### config.mk
export PLATFORM = sky130hd
export DESIGN_NAME = mc_control
export DESIGN_NICKNAME = d
export VERILOG_FILES = /design/src/rtl/mc_control.sv
export SDC_FILE = /design/constraint.sdc
export NUM_CORES = 1
export LEC_CHECK = 0
export BUFFER_PORTS_ARGS = -buffer_cell sky130_fd_sc_hd__buf_2
export CAP_MARGIN = 10
export CORE_AREA = 2 2 39 41
export CTS_CLUSTER_SIZE = 40
export DETAILED_ROUTE_END_ITERATION = 7
export DIE_AREA = 0 0 41 43
export PLACE_DENSITY = 0.78
export SYNTH_ARGS = -nofsm -noshare
export SYNTH_HDL_FRONTEND = slang
export SYNTH_SLANG_ARGS = --single-unit
### constraint.sdc
create_clock -name clk -period 3.1 [get_ports clk]
set_clock_uncertainty 0.1 [all_clocks]
set_input_delay 0.62 -clock clk [delete_from_list [all_inputs] [get_ports clk]]
set_output_delay 0.62 -clock clk [all_outputs]
set_load 0.01 [all_outputs]
### src/rtl/mc_control.sv
// rtl/mc_control.sv - multi-cycle MIPS main control FSM with memory-ready stalls
module mc_control #(
  parameter int ST_W = 4
) (
  input  logic            clk,
  input  logic            rst_n,
  input  logic [5:0]      op,
  input  logic            mem_ready,
  output logic            aluop1,
  output logic            aluop0,
  output logic            alusrca,
  output logic [1:0]      alusrcb,
  output logic            iord,
  output logic            memread,
  output logic            memwrite,
  output logic            irwrite,
  output logic            pcwrite,
  output logic            pcwritecond,
  output logic [1:0]      pcsource,
  output logic            regdst,
  output logic            memtoreg,
  output logic            regwrite,
  output logic            instr_done,
  output logic            illegal,
  output logic [ST_W-1:0] state
);

  localparam logic [ST_W-1:0] S_FETCH  = ST_W'(0);
  localparam logic [ST_W-1:0] S_DECODE = ST_W'(1);
  localparam logic [ST_W-1:0] S_MEMADR = ST_W'(2);
  localparam logic [ST_W-1:0] S_MEMRD  = ST_W'(3);
  localparam logic [ST_W-1:0] S_MEMWB  = ST_W'(4);
  localparam logic [ST_W-1:0] S_MEMWR  = ST_W'(5);
  localparam logic [ST_W-1:0] S_REXEC  = ST_W'(6);
  localparam logic [ST_W-1:0] S_RWB    = ST_W'(7);
  localparam logic [ST_W-1:0] S_BEQ    = ST_W'(8);
  localparam logic [ST_W-1:0] S_JUMP   = ST_W'(9);
  localparam logic [ST_W-1:0] S_ADDIEX = ST_W'(10);
  localparam logic [ST_W-1:0] S_ADDIWB = ST_W'(11);

  localparam logic [5:0] OP_RTYPE = 6'b000000;
  localparam logic [5:0] OP_LW    = 6'b100011;
  localparam logic [5:0] OP_SW    = 6'b101011;
  localparam logic [5:0] OP_BEQ   = 6'b000100;
  localparam logic [5:0] OP_J     = 6'b000010;
  localparam logic [5:0] OP_ADDI  = 6'b001000;

  logic [ST_W-1:0] state_q, state_d;

  always_ff @(posedge clk or negedge rst_n) begin
    if (!rst_n) state_q <= S_FETCH;
    else        state_q <= state_d;
  end

  always_comb begin
    state_d = state_q;
    case (state_q)
      S_FETCH:  if (mem_ready) state_d = S_DECODE;
      S_DECODE: begin
        case (op)
          OP_LW, OP_SW: state_d = S_MEMADR;
          OP_RTYPE:     state_d = S_REXEC;
          OP_BEQ:       state_d = S_BEQ;
          OP_J:         state_d = S_JUMP;
          OP_ADDI:      state_d = S_ADDIEX;
          default:      state_d = S_FETCH;
        endcase
      end
      S_MEMADR: state_d = (op == OP_SW) ? S_MEMWR : S_MEMRD;
      S_MEMRD:  if (mem_ready) state_d = S_MEMWB;
      S_MEMWR:  if (mem_ready) state_d = S_FETCH;
      S_REXEC:  state_d = S_RWB;
      S_ADDIEX: state_d = S_ADDIWB;
      // Writeback/branch/jump states and unused encodings all return to fetch.
      default:  state_d = S_FETCH;
    endcase
  end

  assign state = state_q;

  // Outputs are forced low while reset is held, even though state already reads FETCH.
  always_comb begin
    aluop1      = 1'b0;
    aluop0      = 1'b0;
    alusrca     = 1'b0;
    alusrcb     = 2'b00;
    iord        = 1'b0;
    memread     = 1'b0;
    memwrite    = 1'b0;
    irwrite     = 1'b0;
    pcwrite     = 1'b0;
    pcwritecond = 1'b0;
    pcsource    = 2'b00;
    regdst      = 1'b0;
    memtoreg    = 1'b0;
    regwrite    = 1'b0;
    instr_done  = 1'b0;
    illegal     = 1'b0;
    if (rst_n) begin
      case (state_q)
        S_FETCH: begin
          memread = 1'b1;
          alusrcb = 2'b01;
          irwrite = mem_ready;
          pcwrite = mem_ready;
        end
        S_DECODE: begin
          alusrcb = 2'b11;
          illegal = !(op inside {OP_LW, OP_SW, OP_RTYPE, OP_BEQ, OP_J, OP_ADDI});
        end
        S_MEMADR, S_ADDIEX: begin
          alusrca = 1'b1;
          alusrcb = 2'b10;
        end
        S_MEMRD: begin
          memread = 1'b1;
          iord    = 1'b1;
        end
        S_MEMWB: begin
          regwrite   = 1'b1;
          memtoreg   = 1'b1;
          instr_done = 1'b1;
        end
        S_MEMWR: begin
          memwrite   = 1'b1;
          iord       = 1'b1;
          instr_done = mem_ready;
        end
        S_REXEC: begin
          alusrca = 1'b1;
          aluop1  = 1'b1;
        end
        S_RWB: begin
          regwrite   = 1'b1;
          regdst     = 1'b1;
          instr_done = 1'b1;
        end
        S_BEQ: begin
          alusrca     = 1'b1;
          aluop0      = 1'b1;
          pcwritecond = 1'b1;
          pcsource    = 2'b01;
          instr_done  = 1'b1;
        end
        S_JUMP: begin
          pcwrite    = 1'b1;
          pcsource   = 2'b10;
          instr_done = 1'b1;
        end
        S_ADDIWB: begin
          regwrite   = 1'b1;
          instr_done = 1'b1;
        end
        default: ;
      endcase
    end
  end

endmodule

* Yosys cells after proc, flatten, opt, wreduce, memory -nomap -nowiden
Index checks and enable logic that the tools add are counted.
** Storage, ports and cells
- Bits in registers :: 4
- Output and inout bits :: 22
** Operators by class
- Equality and inequality tests :: 19
- Mux-type cells :: 36
- Reduce and logical (&&, ||, !) cells :: 12
** Operators by type and width (count)
- $pmux 4 s7 :: 1
- $mux 1 :: 24
- $pmux 4 s5 :: 1
- $eq 4x3->1 const B :: 4
- $eq 4x4->1 const B :: 4
- $eq 6x6->1 const B :: 2
- $mux 4 :: 3
- $eq 4x2->1 const B :: 2
- $reduce_or 2->1 :: 4
- $eq 6x2->1 const B :: 1
- $eq 6x3->1 const B :: 1
- $eq 6x4->1 const B :: 1
- $logic_not 6->1 :: 1
- $ne 2x2->1 const B :: 3
- $pmux 2 s3 :: 1
- $reduce_bool 6->1 :: 1
- $reduce_or 5->1 :: 1
- $eq 4x1->1 const B :: 1
- $logic_not 4->1 :: 1
- $mux 2 :: 2
- $pmux 1 s2 :: 2
- $pmux 2 s2 :: 1
- $reduce_or 4->1 :: 1
- $mux 3 :: 1
- 3 further kinds :: 3

* Depth between registers and ports, before layout
Gate-level depths: netlist (run 1).
- Depth in word-level cells :: 5
- Mapped depth :: 5
- Mapped depth without buffers :: 4

* Worst setup path after synthesis (run 1)
No wires, ideal clock.
- Path kind :: input to output
- From :: input port op[0]
- To :: output port illegal
- Arrival :: 1.556 ns
- Setup slack :: 0.824 ns
- Cell stages on the path :: 4
- Buffers on the path :: 0
- Cells stage by stage :: or4_4 nor3_1 a211oi_1 and3_1
** On the way
- Word-level cells in the longest chain between the ends :: 5
- Elaborated cells between the ends (all ways) :: 10
- Classes of those cells :: eq/ne (5); mux (2); reduce/logical (3)
** Ends and longest elaborated chain
- start: declaration :: line 7 : input logic [5:0] op,
- $eq 6x6->1, or another cell as far along :: line 109 : illegal = !(op inside {OP_LW, OP_SW, OP_RTYPE, OP_BEQ, OP_J, OP_ADDI});
- $reduce_bool 6->1 * :: line 109
- $logic_not 1->1 * :: line 109
- $mux 1 * :: line 100 : case (state_q)
- $mux 1 * :: line 99 : if (rst_n) begin
- end: declaration :: line 24 : output logic illegal,
Every way passes the cells marked *; elsewhere a longest branch is shown, timed or not.

* Worst setup path after layout (run 1)
- From :: register state_q[1], in the netlist state[1]
- To :: output port regwrite
** On the way
- Word-level cells in the longest chain between the ends :: 4
- Elaborated cells between the ends (all ways) :: 6
- Classes of those cells :: eq/ne (3); mux (2); reduce/logical (1)
** Ends and longest elaborated chain
- start: declaration :: line 48 : logic [ST_W-1:0] state_q, state_d;
- start signal: assignment :: line 52 : else state_q <= state_d;
- $eq 4x4->1 or $eq 4x3->1 (tied branches) :: line 100
- $reduce_or 3->1 (no line) *
- $mux 1 * :: line 100
- $mux 1 * :: line 99
- end: declaration :: line 22 : output logic regwrite,
Marks and branches as above.

==> out/qor.yml, run 1 <==
insertion_delay_ns: 0.24
grt.total_usage_pct: 20.7
rows: 14
ys_types: 34
num-nets-final: 124
drt_iter0_drc: 16
swShare_pct: 49.1
cts_buffer_depth: 2
p_int_uw: 232
pwr_density_cell_nw_per_um2: 626
hp-class: "in2async"
comb_power_share_pct: 61.2
synth-edff-count: 0
power_uw: 457
drive_gt1_share_pct: 33.6
io_pins: 31
synth_flop_cell: "dfrtp_1"
synth_area_um2: 579
drtAntennaViolNets: 0
power_switching_uw: 225
syn_nets: 98
cp-end-kind: "output port"
cts.repair.resized: 0
io_buffers: 30
numCtsBuffers: 3
worstMarginPinSlew_ns: 0.681
fmax_mhz: 382
crit_path_max_fanout: 13
fin_area_um2: 729
cp.arrival_ns: 1.90
outcome: "complete, no violations"
cp-start-kind: "flip-flop"
period_share_pct: 84.5
fp.dieArea_um2: 1760
cts_hold_buf: 0
report.final.slew_viol_count: 0
antenna_found_initial: 0
vias: 727
overflow: 0
cts.clk_slew.worst_paths_ns: 0.04
die_w_um: 41
drcViolationCount: 0
coreArea_um2: 1380
grt_pass1_vias: 632
syn_avg_cell_area_um2: 6.51
crit_family: "simple AND/OR/NAND/NOR gates"
largest_reg_flops: 4
diodes: 0
yosysWarnings: 0
slowest_stage: "nor2b_1"
period_minus_slack_ns: 2.62
cts-root-buf: "clkbuf_4"
rsz0062_at_grt: "no"
initial_core_util_pct: 41.9
finalHoldViolCount: 0
cts_tree: "done"
worstPathRequired_ns: 2.38
met3_usage_pct: 2.09
path_class: "reg2out"
dp_hpwl_um: 1160
setup_viol: 0
pwr-share-seq_pct: 23.8
grt_max_degree: 18
area_growth_pct: 25.9
maxCapViolCount: 0
dr.pass1.iters: 4
synth_seq_area_share_pct: 17.3
gr-max-usage-layer: "met2"
wl_um: 1580
fill_cells: 133
placed_cell_area_um2: 707
irDropWorstVdd_mv: 0.321
cpPeakStageDelay_ns: 0.62
crit_chain: "nor2b_1, o32ai_1, and2_1, buf_2"
leakage_nw: 0.350
p_clk_share_pct: 15.0
grt_pass1_wl_um: 2560
globalRouteMet2Util_pct: 33.8
ys_async_sr_fraction_pct: 100
cts_max_level: 1
setup-tns-final_ns: 0
avgViaCountPerCell: 5.64
cts.sinks: 4
gp_congestion: 0.816
fp.dieH_um: 43
slew-limit-headroom_pct: 54.5
synth-seq-cells: 4
crit_buf_inv: 1
postCtsSetupRepairBufs: 0
use_met1_pct: 23.9
wire_per_inst_um: 12.2
synth_cells: 89
==> placed cells by master, fill, tap and decap left out, types with 2 or more instances in the layout <==
master | netlist | final
a211oi_1 | 3 | 3
a21oi_1 | 5 | 5
and3_1 | 3 | 3
buf_2 | 4 | 30
clkbuf_4 | 0 | 3
dfrtp_1 | 4 | 4
nand2_1 | 9 | 9
nand2b_1 | 6 | 6
nor2_1 | 12 | 12
nor2b_1 | 3 | 3
nor3_1 | 6 | 6
nor3b_1 | 3 | 3
o21a_1 | 2 | 2
o21ai_1 | 2 | 2
o22ai_1 | 3 | 3
==> synth_stat cells, types with 3 or more instances <==
library cell / n / area share, %
nor2b_1: 3 / 3.2
nor3_1: 6 / 5.2
a21oi_1: 5 / 4.3
nor3b_1: 3 / 3.9
o22ai_1: 3 / 3.2
nand2b_1: 6 / 6.5
buf_2: 4 / 3.5
clkbuf_1: 4 / 2.6
and3_1: 3 / 3.2
nor2_1: 12 / 7.8
a211oi_1: 3 / 3.9
nand2_1: 9 / 5.8
dfrtp_1: 4 / 17
==> cells by family (layout without fill, tap and decap cells) <==
logic type	after synthesis	count (layout)	share of synthesized area [%]
XOR/XNOR	2	2	3.02
AO/OA/AOI/OAI	21	21	23.5
buffers and inverters	12	36	9.93
flip-flops	4	4	17.3
AND/OR/NAND/NOR	50	50	46.2
==> per-stage QoR <==
| stage | setup slack, ns | hold slack, ns | utilization [%] | std cells |
|---|---|---|---|---|
| floorplan | 0.824 | 0.224 | - | 89 |
| global placement | 0.583 | 0.381 | 51.1 | 126 |
| detailed placement | 0.564 | 0.387 | 51.1 | 126 |
| CTS | 0.492 | 0.132 | 52.7 | 129 |
| global route | 0.399 | 0.140 | 52.7 | 129 |
| finish | 0.482 | 0.130 | 52.7 | 129 |
==> final timing paths <==
kind                       startpoint  endpoint  slack, ns  cells past startpoint
setup / recovery             state[1]  regwrite       0.48                      4
setup reg to reg             state[1]  state[2]       1.37                      4
max in group asynchronous       rst_n  state[3]       2.58                      1
hold / removal                  rst_n  state[2]       0.13                      1
hold reg to reg              state[2]  state[3]       0.55                      2
min in group clk             state[2]  state[3]       0.55                      2
==> power by group through the flow <==
stage               clock network [mW]  logic (mW)  registers (mW)
floorplan                            0       0.221          0.0861
global placement                     0       0.276           0.110
detailed placement                   0       0.278           0.110
CTS                             0.0688       0.280           0.109
global route                    0.0710       0.311           0.114
finish                          0.0685       0.280           0.109
==> layer usage <==
layer  wire (um)  part of all wire [%]
met5           0                     0
met4          35                   2.2
met3         104                   6.6
met2         774                    49
met1         661                    42
==> final cells by class <==
cell class	count	area (um2)	share of cell area (%)
Inverter	2	7.51	1.03
Tap cell	16	20.0	2.74
Multi-Input combinational cell	73	422	57.8
Clock buffer	3	22.5	3.09
Sequential cell	4	100	13.7
Timing Repair Buffer	31	158	21.6
No activity file was read; power rests on OpenSTA's default activity.
==> run 2: changes to the inputs <==
- CORE_AREA: 2 2 39 41 -> unset
- CORE_UTILIZATION: unset -> 43
- DIE_AREA: 0 0 41 43 -> unset
- PLACE_DENSITY: 0.78 -> 0.77
- clock period: 3.1 -> 2.45 ns (I/O delays scaled with it)
==> out/qor.yml, run 2 (synthesis gave the netlist of run 1 again) <==
io_pins: 31  # unchanged
diodes: 0  # unchanged
p_int_uw: 309  # +33%
fmax_mhz: 427
cpPeakStageDelay_ns: 0.56  # -0.06 ns
dr.pass1.iters: 4  # unchanged
io_buffers: 30  # unchanged
pwr_density_cell_nw_per_um2: 784  # +25%
antenna_found_initial: 0  # unchanged
irDropWorstVdd_mv: 0.368  # +15%
path_class: "reg2out"
worstMarginPinSlew_ns: 0.408  # -0.273 ns
insertion_delay_ns: 0.25  # about the same
crit_family: "simple AND/OR/NAND/NOR gates"
crit_chain: "nor2b_2, buf_4, nor2_1, nor3b_1, buf_2"
period_share_pct: 95.5
cp-end-kind: "output port"
area_growth_pct: 33.3
crit_buf_inv: 2  # +1
postCtsSetupRepairBufs: 0  # unchanged
hp-class: "in2reg"
multi_input_area_um2: 424  # +0.59%
die_w_um: 38.7  # -5.6%
crit_path_start: "state[1]"
power_switching_uw: 296  # +32%
maxCapViolCount: 0  # unchanged
grt_max_degree: 18  # unchanged
rows: 12  # -2
rrSetupSlack_ns: 0.85  # -0.52 ns
grt_pass1_vias: 630  # -0.32%
worstHoldStart: "op[3]"
r2r_start: "state[1]"
coreArea_um2: 1170  # -15%
vias: 763  # +5.0%
outcome: "complete, no violations"
overflow: 0  # unchanged
report.final.slew_viol_count: 0  # unchanged
drive_gt1_share_pct: 35.6  # +2.0 points
whs_path_depth: 3
p_clk_share_pct: 14.7  # -0.3 points
pwr-share-seq_pct: 22.8  # -1.0 points
num-nets-final: 129  # +4.0%
initial_core_util_pct: 49.5  # +7.6 points
wire_per_inst_um: 12.6  # +3.0%
slew-limit-headroom_pct: 72.8  # +18 points
cts_max_level: 1  # unchanged
fp.dieArea_um2: 1500  # -15%
drtAntennaViolNets: 0  # unchanged
cts.clk_slew.worst_paths_ns: 0.04  # about the same
cts_tree: "done"
ff_latch_area_um2: 100  # unchanged
leakage_nw: 0.374  # +6.7%
rsz0062_at_grt: "no"
min_to: "state[1]"
r2r-end: "state[2]"
dp_hpwl_um: 1230  # +6.1%
crit_path_max_fanout: 13  # unchanged
drt_iter0_drc: 23  # +7
worstPathRequired_ns: 1.86  # -0.52 ns
cp-start-kind: "flip-flop"
setup-tns-final_ns: 0  # unchanged
period_minus_slack_ns: 2.34
mostFrequentLayoutCells: "30 x buf_2, 12 x nor2_1, 9 x nand2_1"
grt_pass1_wl_um: 2700  # +5.4%
cts.sinks: 4  # unchanged
cts-root-buf: "clkbuf_4"
wl_um: 1660  # +5.4%
finalHoldViolCount: 0  # unchanged
setup_viol: 0  # unchanged
cts_buffer_depth: 2  # unchanged
fin_ws_ns: 0.110  # -0.371 ns
slowest_stage: "dfrtp_1"
comb_power_share_pct: 62.5  # +1.3 points
cp.arrival_ns: 1.75  # -0.15 ns
final_common_cell: "buf_2"
swShare_pct: 48.9  # -0.21 points
grt.total_usage_pct: 26.2  # +5.4 points
avgViaCountPerCell: 5.78  # +2.6%
numCtsBuffers: 3  # unchanged
dp_slack_ns: 0.163  # -0.400 ns
fp.dieH_um: 38.7  # -10%
gp_congestion: 0.867  # +6.3%
reg2reg_depth: 5  # +1
largest_reg_flops: 4  # unchanged
fill_cells: 109  # -18%
drcViolationCount: 0  # unchanged
-- run 2: changes by cell type in the layout (fill, tap and decap cells not counted) --
cell,delta
nor2b_2,+1
nor2b_1,-1
buf_4,+3
dlygate4sd3_1,+2
-- run 2: how the worst max path moves through the flow --
stage / end / cells past startpoint / slack [ns]
floorplan: illegal / 4 / 0.43
finish: alusrcb[1] / 5 / 0.11
global placement: illegal / 6 / 0.19
global route: alusrcb[1] / 5 / 0.04
detailed placement: illegal / 6 / 0.16
CTS: alusrcb[1] / 5 / 0.04
-- run 2: worst min-delay path: stages --
cell and delay [ns]:
buf_2 0.14, nand4_1 0.08, a31o_1 0.13
-- run 2: timing repair --
action | 4_1_cts | 5_1_grt
resized for setup | 0 | 1
hold buffers | 2 | 0
endpoints found under the hold margin | 2 | 0
setup endpoints to repair | 0 | 1
-- run 2: metrics by stage --
stage | power, mW | utilization (%) | hold WS [ns] | area (um2) | std cells
2_1_floorplan | 0.389 | - | 0.0944 | 579 | 89
3_3_place_gp | 0.503 | 62.1 | 0.256 | 727 | 127
3_5_place_dp | 0.509 | 62.1 | 0.256 | 727 | 127
4_1_cts | 0.600 | 65.7 | 0.536 | 769 | 132
5_1_grt | 0.660 | 65.9 | 0.550 | 772 | 132
6_report | 0.605 | 65.9 | 0.532 | 772 | 132
-- run 2: power by group through the flow --
stage               Combinational (mW)  Sequential, mW  Clock (mW)
floorplan                        0.280           0.109           0
global placement                 0.365           0.138           0
detailed placement               0.373           0.136           0
CTS                              0.377           0.135      0.0881
global route                     0.424           0.142      0.0934
finish                           0.378           0.138      0.0889
-- run 2: final cells by class --
class / instances / area share [%]
Multi-Input combinational cell: 73 / 54.9
Tap cell: 14 / 2.27
Inverter: 2 / 0.972
Timing Repair Buffer: 36 / 25.9
Clock buffer: 3 / 2.92
Sequential cell: 4 / 13.0
-- run 2: routing by layer --
layer	track usage, %	vias up	routed length, um
met2	43.8	29	817
li1	-	375	-
met1	33.3	354	728
met4	15.5	0	36
met5	0	-	0
met3	0	5	77
==> run 3: changes to the inputs <==
- ABC_AREA: unset -> 1
==> out/qor.yml, run 3 <==
worstMarginPinSlew_ns: 0.405  # -0.00285 ns
num-nets-final: 152  # +18%
dp_hpwl_um: 1260  # +2.5%
crit_buf_inv: 1  # -1
gp_congestion: 0.888  # +2.4%
fill_cells: 124  # +14%
grt_max_degree: 16  # -2
diodes: 0  # unchanged
fp.dieH_um: 38.9  # +0.61%
syn_avg_cell_area_um2: 5.33  # -18%
power_switching_uw: 345  # +17%
cts_hold_buf: 1  # -1
avgViaCountPerCell: 4.90  # -15%
io_pins: 31  # unchanged
maxCapViolCount: 0  # unchanged
fin_ws_ns: 0.420  # +0.310 ns
yosys-top-cells-count: "31 x nand2_1, 23 x nor2_1, 14 x inv_1, 7 x a21oi_1, 7 x nand3_1"
cts_max_level: 1  # unchanged
syn_nets: 119  # +21%
synth_compound_area_share_pct: 8.53  # -15 points
swShare_pct: 53.0  # +4.1 points
wire_per_inst_um: 9.37  # -25%
grt_pass1_vias: 609  # -3.3%
finalHoldViolCount: 0  # unchanged
drcViolationCount: 0  # unchanged
period_share_pct: 82.9  # -13 points
drtAntennaViolNets: 0  # unchanged
crit_family: "simple AND/OR/NAND/NOR gates"
synth_xor_area_share_pct: 1.49  # -1.5 points
coreArea_um2: 1190  # +1.3%
vias: 759  # -0.52%
slowest_stage: "dfrtp_1"
numCtsBuffers: 3  # unchanged
synth_area_um2: 587  # +1.3%
yosysTopAreaCell: "nand2_1"
cp.arrival_ns: 1.44  # -0.31 ns
final_common_cell: "nand2_1"
crit_path_max_fanout: 6  # -7
cts-root-buf: "clkbuf_4"
pwr-share-seq_pct: 19.0  # -3.8 points
io_buffers: 30  # unchanged
mostFrequentLayoutCells: "31 x nand2_1, 30 x buf_2, 23 x nor2_1"
fp.dieArea_um2: 1520  # +1.2%
postCtsSetupRepairBufs: 0  # unchanged
setup-tns-final_ns: 0  # unchanged
synth_most_common_cell: "nand2_1"
crit_chain: "nor2_1, nand2_1, nand2_1, nor2_1, a21oi_1, buf_2"
synth_top_family_by_area: "simple AND/OR/NAND/NOR gates"
ys_async_sr_fraction_pct: 100  # unchanged
wl_um: 1450  # -12%
grt_pass1_wl_um: 2420  # -10%
area_growth_pct: 30.9
muxShareOfSynthArea_pct: 0  # unchanged
drt_iter0_drc: 22  # -4.3%
p_clk_share_pct: 11.9  # -2.8 points
worstPathRequired_ns: 1.86  # about the same
pwr_density_cell_nw_per_um2: 848  # +8.1%
synth_area_leaders: "nand2_1 20%, dfrtp_1 17%, nor2_1 15%"
synth_cells: 110  # +24%
leakage_nw: 0.494  # +32%
fmax_mhz: 493  # +15%
report.final.slew_viol_count: 0  # unchanged
numPlacedInstances: 151  # +19%
cts_tree: "done"
irDropWorstVdd_mv: 0.547  # +49%
synthSimpleGateAreaFrac_pct: 58.2  # +12 points
die_w_um: 38.9  # +0.61%
largest_reg_flops: 4  # unchanged
dr.pass1.iters: 4  # unchanged
antenna_found_initial: 0  # unchanged
fin_area_um2: 768  # -0.49%
path_class: "reg2out"
outcome: "complete, no violations"
yosysWarnings: 0  # unchanged
cp-end-kind: "output port"
rows: 12  # unchanged
hp-class: "in2reg"
cp-start-kind: "flip-flop"
insertion_delay_ns: 0.23  # -0.02 ns
synth_seq_area_share_pct: 17.1  # -0.22 points
drive_gt1_share_pct: 31.9  # -3.7 points
synth-seq-cells: 4  # unchanged
placed_cell_area_um2: 736  # +1.2%
synth_top_area_share_pct: 19.8  # +2.6 points
synth-edff-count: 0  # unchanged
fin_cells: 155  # +17%
cts.clk_slew.worst_paths_ns: 0.03  # about the same
overflow: 0  # unchanged
period_minus_slack_ns: 2.03  # -0.310 ns
comb_power_share_pct: 69.1  # +6.6 points
cts_buffer_depth: 2  # unchanged
synth_fa_ha_area_share_pct: 0  # unchanged
synth_flop_cell: "dfrtp_1"
ys_types: 20  # -41%
cts.sinks: 4  # unchanged
slew-limit-headroom_pct: 73.0  # +0.16 points
rsz0062_at_grt: "no"
cts.repair.resized: 0  # unchanged
grt.total_usage_pct: 23.5  # -2.7 points
initial_core_util_pct: 49.5  # about the same
p_int_uw: 306  # -1.0%
cpPeakStageDelay_ns: 0.43  # -0.13 ns
dp_slack_ns: 0.536  # +0.373 ns
setup_viol: 0  # unchanged
==> run 3: area by class of cell <==
type                    count  area [um2]  share of cell area (%)
well taps                  14        17.5                    2.28
multi-input cells          85         400                    52.1
repair buffers             31         160                    20.8
flip-flops and latches      4         100                    13.0
clock buffers               3        22.5                    2.93
inverters                  18        67.6                    8.79
==> run 3: tightest hold or removal path, delay by kind of cell <==
family                 cells  cell delay (ns)
buffers and inverters      2             0.17
and+or+nand+nor            2             0.15
==> run 3: final timing paths <==
path / startpoint / to / slack [ns] / cells after the start
min reg2reg: state[0] / state[0] / 0.53 / 2
max in group asynchronous: rst_n / state[2] / 1.54 / 2
max: state[1] / instr_done / 0.42 / 6
min: mem_ready / state[0] / 0.53 / 4
max reg2reg: state[1] / state[0] / 1.09 / 6
min in group asynchronous: rst_n / state[3] / 0.54 / 2
==> run 3: through the flow <==
step                total power [mW]  hold WS [ns]  util [%]
finish                         0.651         0.530      64.8
CTS                            0.658         0.520      64.8
global route                   0.724         0.557      64.8
global placement               0.571         0.205      62.0
floorplan                      0.444        0.0944         -
detailed placement             0.573         0.208      62.0
==> run 3: power groups by stage <==
stage	clock, mW	combinational (mW)	sequential (mW)
2_1_floorplan	0	0.315	0.129
3_3_place_gp	0	0.449	0.122
3_5_place_dp	0	0.450	0.124
4_1_cts	0.0819	0.453	0.123
5_1_grt	0.0862	0.508	0.130
6_report	0.0773	0.450	0.124
==> run 3: logic make-up (layout without fill, tap and decap cells) <==
group / Yosys count / count (layout)
simple gates: 74 / 74
buf+inv: 21 / 52
compound gates: 10 / 10
flops: 4 / 4
xor+xnor: 1 / 1
==> run 3: routing by layer <==
metal	GRT usage (%)	vias to the layer above	wire, um
li1	-	397	-
met1	31.1	341	712
met2	37.1	21	689
met3	3.47	0	50
met4	10.3	0	0
met5	0	-	0
